--- config.mk ---
export PLATFORM = sky130hd
export DESIGN_NAME = rand_pool
export DESIGN_NICKNAME = d
export VERILOG_FILES = /design/src/rtl/rand_pool.sv
export SDC_FILE = /design/constraint.sdc
export NUM_CORES = 1
export LEC_CHECK = 0
export ABC_AREA = 1
export CAP_MARGIN = 10
export CORE_ASPECT_RATIO = 0.6
export CORE_MARGIN = 4
export CORE_UTILIZATION = 25
export DETAILED_ROUTE_END_ITERATION = 8
export GPL_TIMING_DRIVEN = 0
export SYNTH_ARGS = -nofsm -noshare
export SYNTH_HDL_FRONTEND = slang
export SYNTH_SLANG_ARGS = --single-unit
--- constraint.sdc ---
create_clock -name clk -period 26.7 [get_ports clk]
set_input_delay 5.34 -clock clk [delete_from_list [all_inputs] [get_ports clk]]
set_output_delay 5.34 -clock clk [all_outputs]
set_load 0.01 [all_outputs]
--- src/rtl/rand_pool.sv ---
// Randomness pool: pulls DRBG words into a FWFT FIFO and enforces a reseed interval.
// Optional repetition health test is built when RAND_POOL_HEALTH_EN is defined.
module rand_pool #(
    parameter int WORD_WIDTH      = 32,
    parameter int DEPTH           = 8,
    parameter int RESEED_INTERVAL = 1024,
    parameter int TIMEOUT         = 255
) (
    input  logic                     clk,
    input  logic                     rst,
    output logic                     drbg_gen,
    input  logic                     drbg_valid,
    input  logic [WORD_WIDTH-1:0]    drbg_data,
    output logic                     reseed_req,
    input  logic                     reseed_done,
    output logic                     rd_valid,
    input  logic                     rd_ready,
    output logic [WORD_WIDTH-1:0]    rd_data,
    output logic [$clog2(DEPTH):0]   fill,
    output logic                     timeout_err,
    output logic                     health_fail
);
    localparam int AW = $clog2(DEPTH);
    localparam int FW = AW + 1;
    localparam int CW = $clog2(RESEED_INTERVAL + 1);
    localparam int TW = $clog2(TIMEOUT + 1);

    typedef enum logic [1:0] {IDLE, WAIT, RESEED} state_t;

    state_t                state_q, state_d;
    logic                  gen_q, gen_d;
    logic                  rs_q, rs_d;
    logic                  to_err_q, to_err_d;
    logic [TW-1:0]         to_cnt_q, to_cnt_d;
    logic [CW-1:0]         wcnt_q, wcnt_d;
    logic [AW-1:0]         wptr_q, rptr_q;
    logic [FW-1:0]         fill_q;
    logic [WORD_WIDTH-1:0] mem_q [DEPTH];
    logic                  wr_en, rd_en;
    logic                  rep_hit;
    logic                  hf_q;

`ifdef RAND_POOL_HEALTH_EN
    logic [WORD_WIDTH-1:0] last_q;

    assign rep_hit = (drbg_data == last_q);

    // A repeated word is rejected in WAIT and latches the sticky failure.
    always_ff @(posedge clk or posedge rst) begin
        if (rst) begin
            last_q <= '0;
            hf_q   <= 1'b0;
        end else begin
            if (wr_en)
                last_q <= drbg_data;
            if (state_q == WAIT && drbg_valid && rep_hit)
                hf_q <= 1'b1;
        end
    end
`else
    assign rep_hit = 1'b0;
    assign hf_q    = 1'b0;
`endif

    assign rd_en = rd_ready && (fill_q != '0);

    always_comb begin
        state_d  = state_q;
        gen_d    = 1'b0;
        rs_d     = rs_q;
        to_err_d = to_err_q;
        to_cnt_d = to_cnt_q;
        wcnt_d   = wcnt_q;
        wr_en    = 1'b0;
        case (state_q)
            IDLE: begin
                if (wcnt_q == CW'(RESEED_INTERVAL)) begin
                    rs_d    = 1'b1;
                    state_d = RESEED;
                end else if (fill_q < FW'(DEPTH) && !hf_q) begin
                    gen_d    = 1'b1;
                    to_cnt_d = '0;
                    state_d  = WAIT;
                end
            end
            WAIT: begin
                if (drbg_valid) begin
                    state_d = IDLE;
                    if (!rep_hit) begin
                        wr_en = 1'b1;
                        if (wcnt_q != CW'(RESEED_INTERVAL))
                            wcnt_d = wcnt_q + 1'b1;
                        // Go straight to RESEED so reseed_req rises right after the last word.
                        if (wcnt_d == CW'(RESEED_INTERVAL)) begin
                            rs_d    = 1'b1;
                            state_d = RESEED;
                        end
                    end
                end else if (to_cnt_q == TW'(TIMEOUT - 1)) begin
                    to_err_d = 1'b1;
                    state_d  = IDLE;
                end else begin
                    to_cnt_d = to_cnt_q + 1'b1;
                end
            end
            RESEED: begin
                if (reseed_done) begin
                    wcnt_d  = '0;
                    rs_d    = 1'b0;
                    state_d = IDLE;
                end
            end
            default: state_d = IDLE;
        endcase
    end

    always_ff @(posedge clk or posedge rst) begin
        if (rst) begin
            state_q  <= IDLE;
            gen_q    <= 1'b0;
            rs_q     <= 1'b0;
            to_err_q <= 1'b0;
            to_cnt_q <= '0;
            wcnt_q   <= '0;
        end else begin
            state_q  <= state_d;
            gen_q    <= gen_d;
            rs_q     <= rs_d;
            to_err_q <= to_err_d;
            to_cnt_q <= to_cnt_d;
            wcnt_q   <= wcnt_d;
        end
    end

    // Only one request is ever outstanding, so a write always finds a free slot.
    always_ff @(posedge clk or posedge rst) begin
        if (rst) begin
            wptr_q <= '0;
            rptr_q <= '0;
            fill_q <= '0;
            for (int i = 0; i < DEPTH; i++)
                mem_q[i] <= '0;
        end else begin
            if (wr_en) begin
                mem_q[wptr_q] <= drbg_data;
                wptr_q        <= wptr_q + 1'b1;
            end
            if (rd_en)
                rptr_q <= rptr_q + 1'b1;
            case ({wr_en, rd_en})
                2'b10:   fill_q <= fill_q + 1'b1;
                2'b01:   fill_q <= fill_q - 1'b1;
                default: fill_q <= fill_q;
            endcase
        end
    end

    assign drbg_gen    = gen_q;
    assign reseed_req  = rs_q;
    assign timeout_err = to_err_q;
    assign health_fail = hf_q;
    assign rd_valid    = (fill_q != '0);
    assign rd_data     = mem_q[rptr_q];
    assign fill        = fill_q;

endmodule

# [Word-level counts from Yosys, hierarchy flattened]
# Index checks and enable logic that the tools add are counted.
[totals] output_inout_bits=41 reg_bits=290 word_cells=96 in_bits=37
[classes] muxes=35 bitwise_logic=3 magnitude_cmp=4 reduce_logical=13 n_eq_ne=18 addsub=6
[ops] operator="bitwise mux 256 bit" n=1
[ops] operator="binary-select mux 32 bit (select 3 bit)" n=1
[ops] operator="demux 32 bit (select 3 bit)" n=1
[ops] operator="two-way mux 32 bit" n=3
[ops] operator="two-way mux 11 bit" n=5
[ops] operator="two-way mux 8 bit" n=4
[ops] operator="== test 11 bit (second input constant)" n=2
[ops] operator="case mux 11 bit (2 select lines)" n=1
[ops] operator="!= test 2 bit (second input constant)" n=8
[ops] operator="case mux 8 bit (2 select lines)" n=1
[ops] operator="two-way mux 2 bit" n=6
[ops] operator="adder 11 x 1 -> 11 bit (second input constant)" n=1
[ops] operator="!= test 11 bit (second input constant)" n=1
[ops] operator="AND reduction 5 bit" n=2
[ops] operator="two-way mux 1 bit" n=9
[ops] operator="AND reduction 3 bit" n=3
[ops] operator="adder 8 x 1 -> 8 bit (second input constant)" n=1
[ops] operator="== test 8 bit (second input constant)" n=1
[ops] operator="greater-or-equal comparator 4 bit (second input constant)" n=2
[ops] operator="NOT 3 -> 4 bit" n=2
[ops] operator="case mux 4 bit (2 select lines)" n=1
[ops] operator="adder 3 x 1 -> 3 bit (second input constant)" n=2
[ops] operator="!= test 3 bit (second input constant)" n=2
[ops] operator="case mux 2 bit (3 select lines)" n=1
[ops] operator="other kinds (13)" n=18

# [Logic depth before layout (Yosys ltp)]
[logic_depth] word_depth=8 depth_mapped=15 depth_no_buf=15

# [Worst setup path after synthesis]
# OpenSTA, ideal clock, no wires.
[synth_timing] path_kind="input to register" start="in drbg_valid" end="reg fill_q[3], in the netlist fill[3]" stages=13 path_buffers=1 arrival_time_ns=7.051 required_time_ns=26.578 setup_ns=0.122 path_slack_ns=19.528 cell_sequence="inv_1 nor2_4 inv_2 buf_1 ha_1 ha_1 nand2_1 nor2_1 a211oi_1 nor2_1 nor2_1 nand2_1 xor2_1"
[synth_via] elab_chain_cells=4 elab_cells_between_ends=6 cone_classes="eq/ne (2); mux (3); reduce/logical (1)"
[synth_rtl] element="start: declaration" line="12" source="input logic drbg_valid,"
[synth_rtl] element="two-way mux 1 bit *" line="87" source="if (drbg_valid) begin"
[synth_rtl] element="two-way mux 1 bit *" line="75" source="case (state_q)"
[synth_rtl] element="== test 2 x 1 -> 1 bit or == test 2 bit (tied branches)" line="150" source="case ({wr_en, rd_en})"
[synth_rtl] element="case mux 4 bit (2 select lines) or nonzero test 2 bit (tied branches)"
[synth_rtl] element="end signal: assignment" line="151" source="2'b10: fill_q <= fill_q + 1'b1;"
[synth_rtl] element="end signal: assignment" line="152" source="2'b01: fill_q <= fill_q - 1'b1;"
[synth_rtl] element="end signal: assignment" line="153" source="default: fill_q <= fill_q;"
[synth_rtl] element="end: declaration" line="37" source="logic [FW-1:0] fill_q;"
# Mark *: on every way between the ends. The rest lies on a longest branch, timed or not.
# A chain may end at the register's enable or synchronous reset.

# [Final worst setup path]
[layout_timing] start="reg rptr_q[0]" end="out rd_data[31]"
[layout_via] elab_chain_cells=4
[layout_rtl] element="start: declaration" line="36" source="logic [AW-1:0] wptr_q, rptr_q;"
[layout_rtl] element="start signal: assignment" line="149" source="rptr_q <= rptr_q + 1'b1;"
[layout_rtl] element="NOT 3 -> 4 bit (implied by the code)" line="163" source="assign rd_data = mem_q[rptr_q];"
[layout_rtl] element="binary-select mux 32 bit (select 3 bit)" line="163"
[layout_rtl] element="two-way mux 32 bit (implied by the code) (2 in a row)" line="163"
[layout_rtl] element="end: declaration" line="18" source="output logic [WORD_WIDTH-1:0] rd_data,"
# Every way passes these cells. The select of a mux whose other input is x is not followed.

==> metrics.md <==
| Metric | Value |
|---|---|
| Status | `finished clean` |
| Placed inst area | `15100 µm²` |
| CP Capture Type | `output pin` |
| Setup bufs post-CTS | `0` |
| GRT Util Overall | `0.153` |
| Multi-input gate area | `5080 µm²` |
| Hold WC Path Type | `reg -> reg` |
| Syn_area_per_cell | `8.29 µm²` |
| Reg2reg start | `state_q[1]$_DFFE_PP0P_` |
| Post-route clock period utilization | `0.351` |
| Post-synth top area cell | `dfrtp_1` |
| Most numerous cell in the Yosys netlist | `o21ai_0` |
| Setup tns final | `0 ps` |
| Hold path endpoint | `mem_q[48]$_DFFE_PP0P_` |
| Sequential share of power | `0.358` |
| Starting DRT DRC Count | `1315` |
| Syn Nets | `1667` |
| Number of synthesized flops with an enable pin | `0` |
| Top FF cell, synth | `dfrtp_1` |
| Leak Pwr | `7.15 nW` |
| CTS Hold Buffers Added | `0` |
| Rel. slew slack | `0.385` |
| Synthesized flop and latch total | `290` |
| DP Worst Slack | `18040 ps` |
| Clock share of power | `0.201` |
| CTS tree | `done` |
| Post-DR wirelength/cell | `18.3 µm` |
| Synth warn | `0` |
| Reg2Reg Depth | `14` |
| Antenna Nets Post-Route | `0` |
| Grt total ovfl | `0` |
| Min Hold Slack | `480 ps` |
| I/O pins | `78` |
| R2r setup slk | `23900 ps` |
| Synth cell types | `33` |
| DRC errors left | `0` |
| Via count | `12.0k` |
| Unrepaired setup endpoints after global routing | `no` |
| Nets | `1776` |
| Area growth syn-to-layout | `19.9%` |
| Post-synthesis cell count | `1620` |
| CP required | `21360 ps` |
| Top cells by area, synth | `dfrtp_1 (54%), o21ai_0 (11%), nand2_1 (8.0%)` |
| Maximum VDD drop | `0.0000592 V` |
| Final hold vios | `0` |
| Global-route wire length before repair | `69300 µm` |
| H-Tree Depth | `1` |
| Via density | `4.90` |
| Die X-Extent | `307 µm` |
| Crit start category | `register` |
| Port Buffers | `76` |
| Synth top cells by count | `o21ai_0 (306), dfrtp_1 (290), nand2_1 (286)` |
| Clock Skew | `17.0 ps` |
| Root Buffer | `clkbuf_16` |
| Fmax | `107 MHz` |
| GR Layer Usage met3 | `0.0454` |
| Power per cell area | `130 nW/µm²` |
| CTS Buffer Depth | `3` |
| Worst hold start | `mem_q[48]$_DFFE_PP0P_` |
| Internal power | `1.22 mW` |
| Switching Fraction | `0.415` |
| Comb pwr share | `0.441` |
| Ys async rst share | `1.00` |
| Die ar. | `57600 µm²` |
| Initial antenna violation count | `0` |
| Final Critical Period | `9370 ps` |
| Die Y | `188 µm` |
| M2 GR Usage | `0.209` |
| Num rows | `65` |
| Layout cell share with drive strength beyond 1 | `0.0565` |
| Setup Viol. Count Final | `0` |
| CTS resizes | `0` |
| Layer with the highest usage | `met1` |
| Total detailed-routing wirelength | `44900 µm` |
| Clock Latency Late Sink | `570 ps` |
| Met1 Resource Use GR | `0.239` |
| Synth top area share | `0.540` |
| Worst-margin pin slew | `922 ps` |
| Final worst slack | `17330 ps` |
| Initial Util | `0.254` |
| WHS Path Cells | `2` |
| NetSw | `0.870 mW` |
| Final Instance Area | `16100 µm²` |
| Critical path type | `reg -> out` |
| Reg area | `7260 µm²` |
| CTS Buf Count | `29` |
| Worst-path clk slew | `70 ps` |
| DP Wirelength | `31800 µm` |
| Core Region | `52900 µm²` |
| Crit Path Max Fanout | `10` |
| Worst Path Arrival | `4030 ps` |
| CTS Sinks | `290` |
| Vias in the first global route | `11.3k` |
| Fillcell total | `5576` |
| Final GP Congestion | `0.846` |
| Register area share after synthesis | `0.540` |
| Worst R2R End | `fill[3]$_DFFE_PP0P_` |
| Synth Cell Area | `13400 µm²` |
| Maxcap violations | `0` |
| ANT cells | `0` |
| Drt pass-1 iters | `7` |
| Largest net degree at the start of global routing | `130` |
| Final slew viol count | `0` |
==> power groups by stage <==
stage | clock network (mW) | logic, mW | registers, mW
after detailed placement | 0 | 0.914 | 0.755
after CTS | 0.427 | 0.919 | 0.748
after floorplan | 0 | 0.553 | 0.732
after global routing | 0.448 | 1.03 | 0.772
after global placement | 0 | 0.895 | 0.748
final | 0.420 | 0.924 | 0.750
==> worst max-delay path: stages, from the launching register on <==
cell and delay (ps):
dfrtp_1 390, clkbuf_1 470, clkbuf_1 470, clkbuf_1 720
o21ai_0 200, a31oi_1 540, clkdlybuf4s50_1 650
==> kinds of logic after synthesis <==
kind of cell / synth area share
buffers and inverters: 0.0814
AOI/OAI and AO/OA: 0.213
and+or+nand+nor: 0.147
adders and majority gates: 0.00988
other: 0.000279
DFF: 0.540
xor gates and xnor gates: 0.00783
==> registers in the layout, summed over array words and instances (netlist names) <==
signal,cells
mem_q,256
wcnt_q,11
to_cnt_q,8
fill,4
rptr_q,3
wptr_q,3
state_q,2
drbg_gen,1
reseed_req,1
timeout_err,1
==> metrics by stage <==
stage / total power [mW] / utilization / std cells
floorplan: 1.29 / - / 1620
global placement: 1.64 / 0.285 / 2399
detailed placement: 1.67 / 0.286 / 2401
CTS: 2.09 / 0.304 / 2455
global route: 2.25 / 0.304 / 2455
finish: 2.09 / 0.304 / 2455
==> worst max path at each step <==
| stage | slack, ps | from | end | cells after the start |
|---|---|---|---|---|
| floorplan | 13350 | rst | drbg_gen$_DFF_PP0_ | 1 |
| global placement | 9630 | rst | mem_q[132]$_DFFE_PP0P_ | 2 |
| detailed placement | 18040 | rptr_q[0]$_DFFE_PP0P_ | rd_data[31] | 6 |
| CTS | 17400 | rptr_q[0]$_DFFE_PP0P_ | rd_data[31] | 6 |
| global route | 17030 | rptr_q[0]$_DFFE_PP0P_ | rd_data[31] | 6 |
| finish | 17330 | rptr_q[0]$_DFFE_PP0P_ | rd_data[31] | 6 |
==> area by class of cell <==
class                      instances  share of cell area
sequential                       290               0.451
timing repair buffer              78              0.0507
clock inverter                    13             0.00762
buffer                            99              0.0276
clock buffer                      41              0.0522
inverter                         173              0.0408
multi-input combinational       1058               0.315
tap                              703              0.0547
==> placed cells by master (no fill, tap or decap), types with 2 or more instances in the layout <==
cell type	synthesis	final
o21ai_0	306	306
dfrtp_1	290	290
nand2_1	286	286
a21oi_1	171	171
inv_1	168	167
nor2_1	160	160
clkdlybuf4s50_1	0	76
clkbuf_1	62	67
a31oi_1	32	32
clkbuf_16	0	29
o211ai_1	24	24
buf_2	22	22
nand3_1	19	19
xor2_1	11	11
o22ai_1	11	11
ha_1	9	9
clkinv_2	0	9
clkbuf_8	0	7
buf_4	6	6
buf_1	6	6
nand4_1	6	6
nor3_1	5	5
inv_2	4	4
nor2_4	3	3
buf_6	3	3
nand3_2	2	2
nor2_2	2	2
nor2_8	2	2
nor3_4	2	2
bufinv_16	0	2
buf_16	0	2
==> per-layer routing <==
metal,vias up,wire length [µm]
li1,5525,-
met3,52,4920
met1,5916,21300
met2,543,18100
met4,0,590
met5,-,0
Power figures use the tool's default switching activity.
